### src/rtl/chu_multi_blinker.sv
// chu_multi_blinker: N-channel LED blinker slot with per-channel half-period, mode and counted bursts
module chu_multi_blinker #(
    parameter int N_CH     = 4,
    parameter int PERIOD_W = 16,
    parameter int TICK_DIV = 100_000,
    parameter int DEF_HALF = 500
) (
    input  logic            clk,
    input  logic            reset,
    input  logic            cs,
    input  logic            read,
    input  logic            write,
    input  logic [4:0]      addr,
    input  logic [31:0]     wr_data,
    output logic [31:0]     rd_data,
    output logic [N_CH-1:0] dout
);
    localparam int PW = $clog2(TICK_DIV);
    logic [PW-1:0] presc_q, presc_d;
    logic [2*N_CH-1:0] mode_q, mode_d;
    logic [7:0] count_q, count_d;
    logic [N_CH-1:0] busy;
    logic [N_CH-1:0][PERIOD_W-1:0] half;
    logic wr, tick, unused_ok;

    assign wr = cs & write;
    assign tick = presc_q == PW'(TICK_DIV - 1);
    assign presc_d = tick ? '0 : presc_q + 1'b1;
    assign mode_d = (wr && addr == 5'd16) ? wr_data[2*N_CH-1:0] : mode_q;
    assign count_d = (wr && addr == 5'd18) ? wr_data[7:0] : count_q;
    assign unused_ok = &{1'b0, read, wr_data};

    // free-running tick prescaler and the slot-wide mode and burst-count registers
    always_ff @(posedge clk) begin
        if (reset) begin
            presc_q <= '0;
            mode_q  <= '0;
            count_q <= '0;
        end else begin
            presc_q <= presc_d;
            mode_q  <= mode_d;
            count_q <= count_d;
        end
    end

    for (genvar i = 0; i < N_CH; i++) begin : g_ch
        logic [PERIOD_W-1:0] half_q, half_d, cnt_q, cnt_d, hm1;
        logic [7:0] rem_q, rem_d;
        logic [1:0] m_q, m_d;
        logic led_q, led_d, busy_q, busy_d, dout_q, dout_d;
        logic hit, clr, start, run, wrap, fall;

        assign m_q = mode_q[2*i+:2];
        assign m_d = mode_d[2*i+:2];
        assign hit = wr && addr == 5'(i);
        // a half-period write or a change of this channel's mode restarts it from a dark LED
        assign clr = hit || m_d != m_q;
        assign start = wr && addr == 5'd17 && wr_data[i] && m_q == 2'b11 && count_q != '0;
        assign run = m_q == 2'b10 || (m_q == 2'b11 && busy_q);
        assign hm1 = (half_q == '0) ? '0 : half_q - 1'b1;
        assign wrap = tick && run && cnt_q == hm1;
        assign fall = wrap && led_q && m_q == 2'b11;
        assign half_d = hit ? wr_data[PERIOD_W-1:0] : half_q;
        assign cnt_d = (clr || start) ? '0 : (tick && run) ? (wrap ? '0 : cnt_q + 1'b1) : cnt_q;
        assign led_d = (clr || start) ? 1'b0 : wrap ? ~led_q : led_q;
        assign rem_d = start ? count_q : fall ? rem_q - 1'b1 : rem_q;
        assign busy_d = clr ? 1'b0 : start ? 1'b1 : (fall && rem_q == 8'd1) ? 1'b0 : busy_q;
        assign dout_d = (m_d == 2'b01) ? 1'b1 : m_d[1] ? led_d : 1'b0;
        assign half[i] = half_q;
        assign busy[i] = busy_q;
        assign dout[i] = dout_q;

        // per-channel half-period, tick counter, LED toggle and burst bookkeeping
        always_ff @(posedge clk) begin
            if (reset) begin
                half_q <= PERIOD_W'(DEF_HALF);
                cnt_q  <= '0;
                rem_q  <= '0;
                led_q  <= 1'b0;
                busy_q <= 1'b0;
                dout_q <= 1'b0;
            end else begin
                half_q <= half_d;
                cnt_q  <= cnt_d;
                rem_q  <= rem_d;
                led_q  <= led_d;
                busy_q <= busy_d;
                dout_q <= dout_d;
            end
        end
    end

    // register read mux, combinational on addr
    always_comb begin
        rd_data = '0;
        for (int k = 0; k < N_CH; k++)
            if (addr == 5'(k)) rd_data = 32'(half[k]);
        if (addr == 5'd16) rd_data = 32'(mode_q);
        else if (addr == 5'd17) rd_data = 32'(busy);
        else if (addr == 5'd18) rd_data = 32'(count_q);
        else if (addr == 5'd19) rd_data = 32'(dout);
    end
endmodule

### config.mk
export PLATFORM = sky130hd
export DESIGN_NAME = chu_multi_blinker
export DESIGN_NICKNAME = d
export VERILOG_FILES = /design/src/rtl/chu_multi_blinker.sv
export SDC_FILE = /design/constraint.sdc
export NUM_CORES = 1
export LEC_CHECK = 0
export BUFFER_PORTS_ARGS = -buffer_cell sky130_fd_sc_hd__buf_4
export CORE_ASPECT_RATIO = 1.1
export CORE_UTILIZATION = 35
export CTS_BUF_LIST = sky130_fd_sc_hd__clkbuf_2 sky130_fd_sc_hd__clkbuf_4 sky130_fd_sc_hd__clkbuf_8
export DETAILED_ROUTE_END_ITERATION = 12
export PLACE_DENSITY = 0.58
export SLEW_MARGIN = 20
export SYNTH_ARGS = -nofsm -noshare
export SYNTH_HDL_FRONTEND = slang
export SYNTH_SLANG_ARGS = --single-unit
### constraint.sdc
create_clock -name clk -period 6 [get_ports clk]
set_input_delay 1.2 -clock clk [delete_from_list [all_inputs] [get_ports clk]]
set_output_delay 1.2 -clock clk [all_outputs]
set_load 0.01 [all_outputs]
* Yosys cells after proc, flatten, opt, wreduce, memory -nomap -nowiden
Cells that the tools add are included.
** Word-level totals
- Bits in registers :: 205
- Output and inout bits :: 36
- Logic and storage cells :: 204
** Cells by class
- $add $sub $neg :: 13
- Equality and inequality tests :: 32
- Multiplexer cells :: 49
- Bitwise gates (word level) :: 5
- Reduce and logical (&&, ||, !) cells :: 78
** Operators by type and width (count)
- $mux W32 :: 7
- $mux W16 :: 9
- $mux W8 :: 9
- $add A16 B1 Y16 const B :: 4
- $eq A16 B16 Y1 :: 4
- $logic_not A16 Y1 :: 4
- $sub A16 B1 Y16 const B :: 4
- $logic_and A1 B1 Y1 :: 43
- $eq A8 B1 Y1 const B :: 4
- $sub A8 B1 Y8 const B :: 4
- $mux W1 :: 24
- $eq A5 B5 Y1 const B :: 4
- $reduce_or A2 Y1 :: 9
- $add A17 B1 Y17 const B :: 1
- $eq A17 B17 Y1 const B :: 1
- $eq A2 B2 Y1 const B :: 8
- $reduce_bool A2 Y1 :: 8
- $logic_or A1 B1 Y1 :: 12
- $eq A5 B2 Y1 const B :: 2
- $eq A2 B1 Y1 const B :: 4
- $ne A2 B2 Y1 :: 4
- $reduce_bool A8 Y1 :: 1
- $eq A5 B1 Y1 const B :: 1
- $logic_not A5 Y1 :: 1
- other kinds (2) :: 5

* Longest topological paths before layout
- Word-level depth :: 10
- Mapped depth :: 17

* Worst setup path after synthesis
Ideal clock, no wire load.
- Path kind :: in2out
- Start :: input port addr[1]
- End :: output port rd_data[11]
- Data arrival time :: 2716 ps
- Setup slack :: 2084 ps
- Cell stages on the path :: 4
- Buffers on the path :: 2
- Cells stage by stage :: clkbuf_1 clkbuf_1 mux4_2 and2_1
** On the way
- Word-level cells in the longest chain between the ends :: 9
- Elaborated cells between the ends (all ways) :: 16
** Ends and longest elaborated chain
- start, declared :: line 13 : input logic [4:0] addr,
- $logic_not A5 Y1 :: line 97 : if (addr == 5'(k)) rd_data = 32'(half[k]);
- $mux W16 :: line 97
- $mux W32 (3 in series) :: line 97
- $mux W32 :: line 101 : else if (addr == 5'd19) rd_data = 32'(dout);
- $mux W32 :: line 100 : else if (addr == 5'd18) rd_data = 32'(count_q);
- $mux W32 :: line 99 : else if (addr == 5'd17) rd_data = 32'(busy);
- $mux W32 (*) :: line 98 : if (addr == 5'd16) rd_data = 32'(mode_q);
- end, declared :: line 15 : output logic [31:0] rd_data,
Every way passes the cells marked *; elsewhere a longest branch is shown, timed or not.

* Worst setup path in the final report
- Start :: register g_ch[0].half_q[12]
- End :: register g_ch[0].rem_q[5]
** On the way
- Word-level cells in the longest chain between the ends :: 7
- Elaborated cells between the ends (all ways) :: 8
** Ends and longest elaborated chain
- start, declared :: line 47 : logic [PERIOD_W-1:0] half_q, half_d, cnt_q, cnt_d, hm1;
- start signal, assigned :: line 76 : half_q <= PERIOD_W'(DEF_HALF);
- start signal, assigned :: line 83 : half_q <= half_d;
- $sub A16 B1 Y16 or $logic_not A16 Y1 (tied branches) :: line 60 : assign hm1 = (half_q == '0) ? '0 : half_q - 1'b1;
- $mux W16 (*) :: line 60
- $eq A16 B16 Y1 (*) :: line 61 : assign wrap = tick && run && cnt_q == hm1;
- $logic_and A1 B1 Y1 (*) :: line 61
- $logic_and A1 B1 Y1 (*) (2 in series) :: line 62 : assign fall = wrap && led_q && m_q == 2'b11;
- $reduce_bool A2 Y1 (no line) (*)
- end signal, assigned :: line 85 : rem_q <= rem_d;
- end, declared :: line 48 : logic [7:0] rem_q, rem_d;
Marked as above.
A chain may end at the register's enable or synchronous reset.

==> impl_summary.log <==
INFO  metric critical_path.max_fanout = 10
INFO  metric dpl.hpwl = 27.3 mm
INFO  metric arrival = 5780 ps
INFO  metric number_of_resized_instances_in_the_post_cts_repair_step = 0
INFO  metric fin_crit = 5320 ps
INFO  metric power.share.sequential = 44.3%
INFO  metric design.final.nets = 1,718
INFO  metric antenna_violating_nets_post_route = 0
INFO  metric reported_max_cap_violation_count = 0
INFO  metric cellLeakagePower = 5.06 nW
INFO  metric final_hold_fails = 0
INFO  metric p_sw_share = 23.4%
INFO  metric floorplan.die_area = 0.0376 mm2
INFO  metric switching_power = 0.725 mW
INFO  metric clock_tree_root = clkbuf_8
INFO  metric floorplan.initialDensity = 35.6%
INFO  metric worst-setup-path-type = reg -> reg
INFO  metric drt_pre_antenna_iters = 7
INFO  metric post_drt_via_cell_ratio = 5.52
INFO  metric cp_data_required_time = 6470 ps
INFO  metric post-place-cells = 2,101
INFO  metric synth_edf_count = 0
INFO  metric core_area = 0.0362 mm2
INFO  metric dr_wl_met2 = 17.4 mm
INFO  metric max_freq = 188 MHz
INFO  metric cts-hold-fix-buffers = 0
INFO  metric totalNegativeSetupSlack = 0 ps
INFO  metric synth_sequential_area_ratio = 31.9%
INFO  metric dominantRegCellSynth = dfxtp_1
INFO  metric dieWidth = 185 um
INFO  metric grt_first_pass_wirelength = 59.9 mm
INFO  metric cellInternalPower = 2.37 mW
INFO  metric layout-drive-gt1-share = 10.0%
INFO  metric total_congestion_overflow = 0
INFO  metric die_h = 203 um
INFO  metric cts-htree-levels = 2
INFO  metric cts_tree = yes
INFO  metric synth.lib_cells_used.distinct = 79
INFO  metric synth.avg_cell_area = 7.69 um2
INFO  metric post_cts_setup_inserts = 0
INFO  metric ioPinCount = 78
INFO  metric power_per_cell_area = 216 mW/mm2
INFO  metric crit_path_end_kind = register
INFO  metric rsz0062_at_grt = no
INFO  metric track_usage = 19.9%
INFO  metric io_buffers = 44
INFO  metric total_clock_buffers_created_by_cts = 39
INFO  metric grt_max_degree = 80
INFO  metric syn-instance-count = 1,674
INFO  metric vias = 12,000
INFO  metric fp_rows = 73
INFO  metric drt-wirelength-per-cell = 17.4 um
INFO  metric detailroute.wirelength.met3 = 2.03 mm
INFO  metric wl_met1 = 17.6 mm
INFO  metric highest_layer = met4
INFO  metric areaGrowthSynthToFinish = 11.2%
INFO  metric async_reset_ff_share = 0%
INFO  metric fin_crit_sh = 88.6%
INFO  metric gp_congestion = 0.893
INFO  metric first_global_vias = 11,200
INFO  metric drtIter0Drc = 883
INFO  metric worst-slew-pin-transition = 1150 ps
INFO  metric critPathLaunchType = register
INFO  metric hold_path.class = reg -> reg
INFO  metric post_synthesis_instance_area = 0.0129 mm2
INFO  metric power_frac_comb = 4.2%
INFO  metric setup_viol = 0
INFO  metric insertion_delay = 560 ps
INFO  metric max_slew_violations = 0
INFO  metric number_of_antenna_violations_at_the_first_check_in_global_routing = 1
INFO  metric finalWirelength = 37.9 mm
INFO  metric ys_seq_elements = 205
INFO  metric synth-warning-count = 0
INFO  metric share_clk_of_total_power = 51.5%
INFO  metric timing.slew.headroom = 23.5%
INFO  metric drcViolationCount = 0
INFO  metric numClockSinks = 205
INFO  metric clk_transition_reported_paths = 60 ps
INFO  metric clk_path_buf_depth = 3
INFO  metric max-vdd-ir-drop = 0.159 mV
INFO  metric skew = 34.2 ps
INFO  metric layoutNonFillerInstCount = 2,173
INFO  metric run_status = finished, final reports clean
==> cells in the mapped netlist (all sizes together), types with 3 or more instances <==
master,instances,share of area (%)
nor2,217,6.3
dfxtp,205,32
nand2,204,6.0
xnor2,97,6.6
clkbuf,95,2.8
a21oi,90,3.5
xor2,58,3.9
nand4,55,2.7
nand3,54,2.1
o21ai,50,1.9
inv,45,1.3
mux2i,42,3.3
nor3,41,1.6
a211oi,40,2.3
buf,40,2.0
nor4,34,1.8
nand3b,29,1.7
ha,21,2.0
or3,19,0.92
nand2b,17,0.83
and2,16,0.78
or4,16,0.99
nor2b,15,0.73
o22ai,15,0.73
and3,13,0.63
nor3b,11,0.64
a31oi,10,0.49
and4,10,0.68
or2,9,0.44
mux4,8,1.4
nand4b,7,0.48
nor4b,7,0.48
o211ai,7,0.41
o221ai,7,0.48
o31ai,7,0.51
o41ai,7,0.48
a21boi,4,0.23
o2111ai,4,0.27
a2111oi,3,0.35
a311o,3,0.23
and4b,3,0.23
mux2,3,0.26
nor4bb,3,0.23
==> registers in the layout, indices dropped and copies added, names as in the netlist <==
signal / count
g_ch.led_q: 4
g_ch.cnt_q: 64
presc_q: 17
mode_q: 8
g_ch.busy_q: 4
g_ch.half_q: 64
g_ch.rem_q: 32
g_ch.dout_q: 4
count_q: 8
==> critical path, stage by stage (launching register included) <==
cell and delay, ps:
dfxtp_1 440, nor4_1 1000, nand4_1 460, nor4b_1 400
a21oi_1 110, or4_1 520, a21oi_1 140, nor4b_1 640
ha_1 320, nand3_1 170, or3_1 410, nor4_1 280
xnor2_1 120, a211oi_1 220
==> logic make-up (layout without fill, tap and decap cells) <==
group / count (synthesis) / count (layout) / synth area share [%]
AO/OA/AOI/OAI: 272 / 272 / 13.7
XOR/XNOR: 155 / 155 / 10.5
adder cells (fa/ha/maj): 21 / 21 / 2.04
buffers and inverters: 180 / 176 / 6.08
flip-flops: 205 / 205 / 31.9
multiplexers: 53 / 53 / 4.93
other: 1 / 17 / 0.0291
AND/OR/NAND/NOR: 787 / 787 / 30.8
==> power groups by stage <==
stage	combinational, mW	sequential, mW	clock [mW]
CTS	0.128	1.37	1.63
finish	0.129	1.37	1.60
detailed placement	0.128	1.40	0
global placement	0.127	1.40	0
floorplan	0.0897	1.40	0
global route	0.139	1.37	1.69
==> final cells by class <==
type / instances / area [um2]
timing repair buffer: 60 / 450
sequential: 205 / 4100
tap: 487 / 609
clock buffer: 66 / 840
inverter: 45 / 169
multi-input combinational: 1304 / 8060
antenna: 1 / 2.50
fill: 3760 / 21800
clock inverter: 5 / 81.3
==> path summary, 6_finish.rpt <==
path,startpoint,endpoint,slack [ps],cells after the start
worst max-delay path,g_ch[0].half_q[12],g_ch[0].rem_q[5],680,13
worst min-delay path,presc_q[0],presc_q[0],470,1
worst max register to register,g_ch[0].half_q[12],g_ch[0].rem_q[5],680,13
worst min register to register,presc_q[0],presc_q[0],470,1
==> metrics by stage <==
stage | hold WS (ps) | instance area, um2 | utilization, % | total power, mW | setup slack, ps
global placement | 445 | 13400 | 37.0 | 1.53 | 969
global route | 488 | 14300 | 39.6 | 3.20 | 515
floorplan | 430 | 12900 | - | 1.49 | 2080
CTS | 471 | 14300 | 39.6 | 3.13 | 889
detailed placement | 457 | 13400 | 37.0 | 1.53 | 920
finish | 466 | 14300 | 39.6 | 3.10 | 684
==> metal layers <==
layer / vias up / GRT usage (%)
li1: 5846 / -
met1: 5775 / 27.2
met2: 313 / 32.2
met3: 55 / 2.63
met4: 0 / 5.96
met5: - / 0
==> cells in the final DEF, fill, tap and decap left out, drive strengths merged, types with 4 or more instances in the layout <==
cell type and instances:
nor2 217, dfxtp 205, nand2 204, xnor2 97
a21oi 90, clkbuf 66, buf 60, xor2 58
nand4 55, nand3 54, o21ai 50, inv 46
mux2i 42, nor3 41, a211oi 40, nor4 34
nand3b 29, ha 21, or3 19, nand2b 17
and2 16, conb 16, or4 16, nor2b 15
o22ai 15, and3 13, nor3b 11, and4 10
a31oi 10, or2 9, mux4 8, o221ai 7
nor4b 7, o41ai 7, o211ai 7, nand4b 7
o31ai 7, o2111ai 4, a21boi 4
Power figures use the tool's default switching activity.
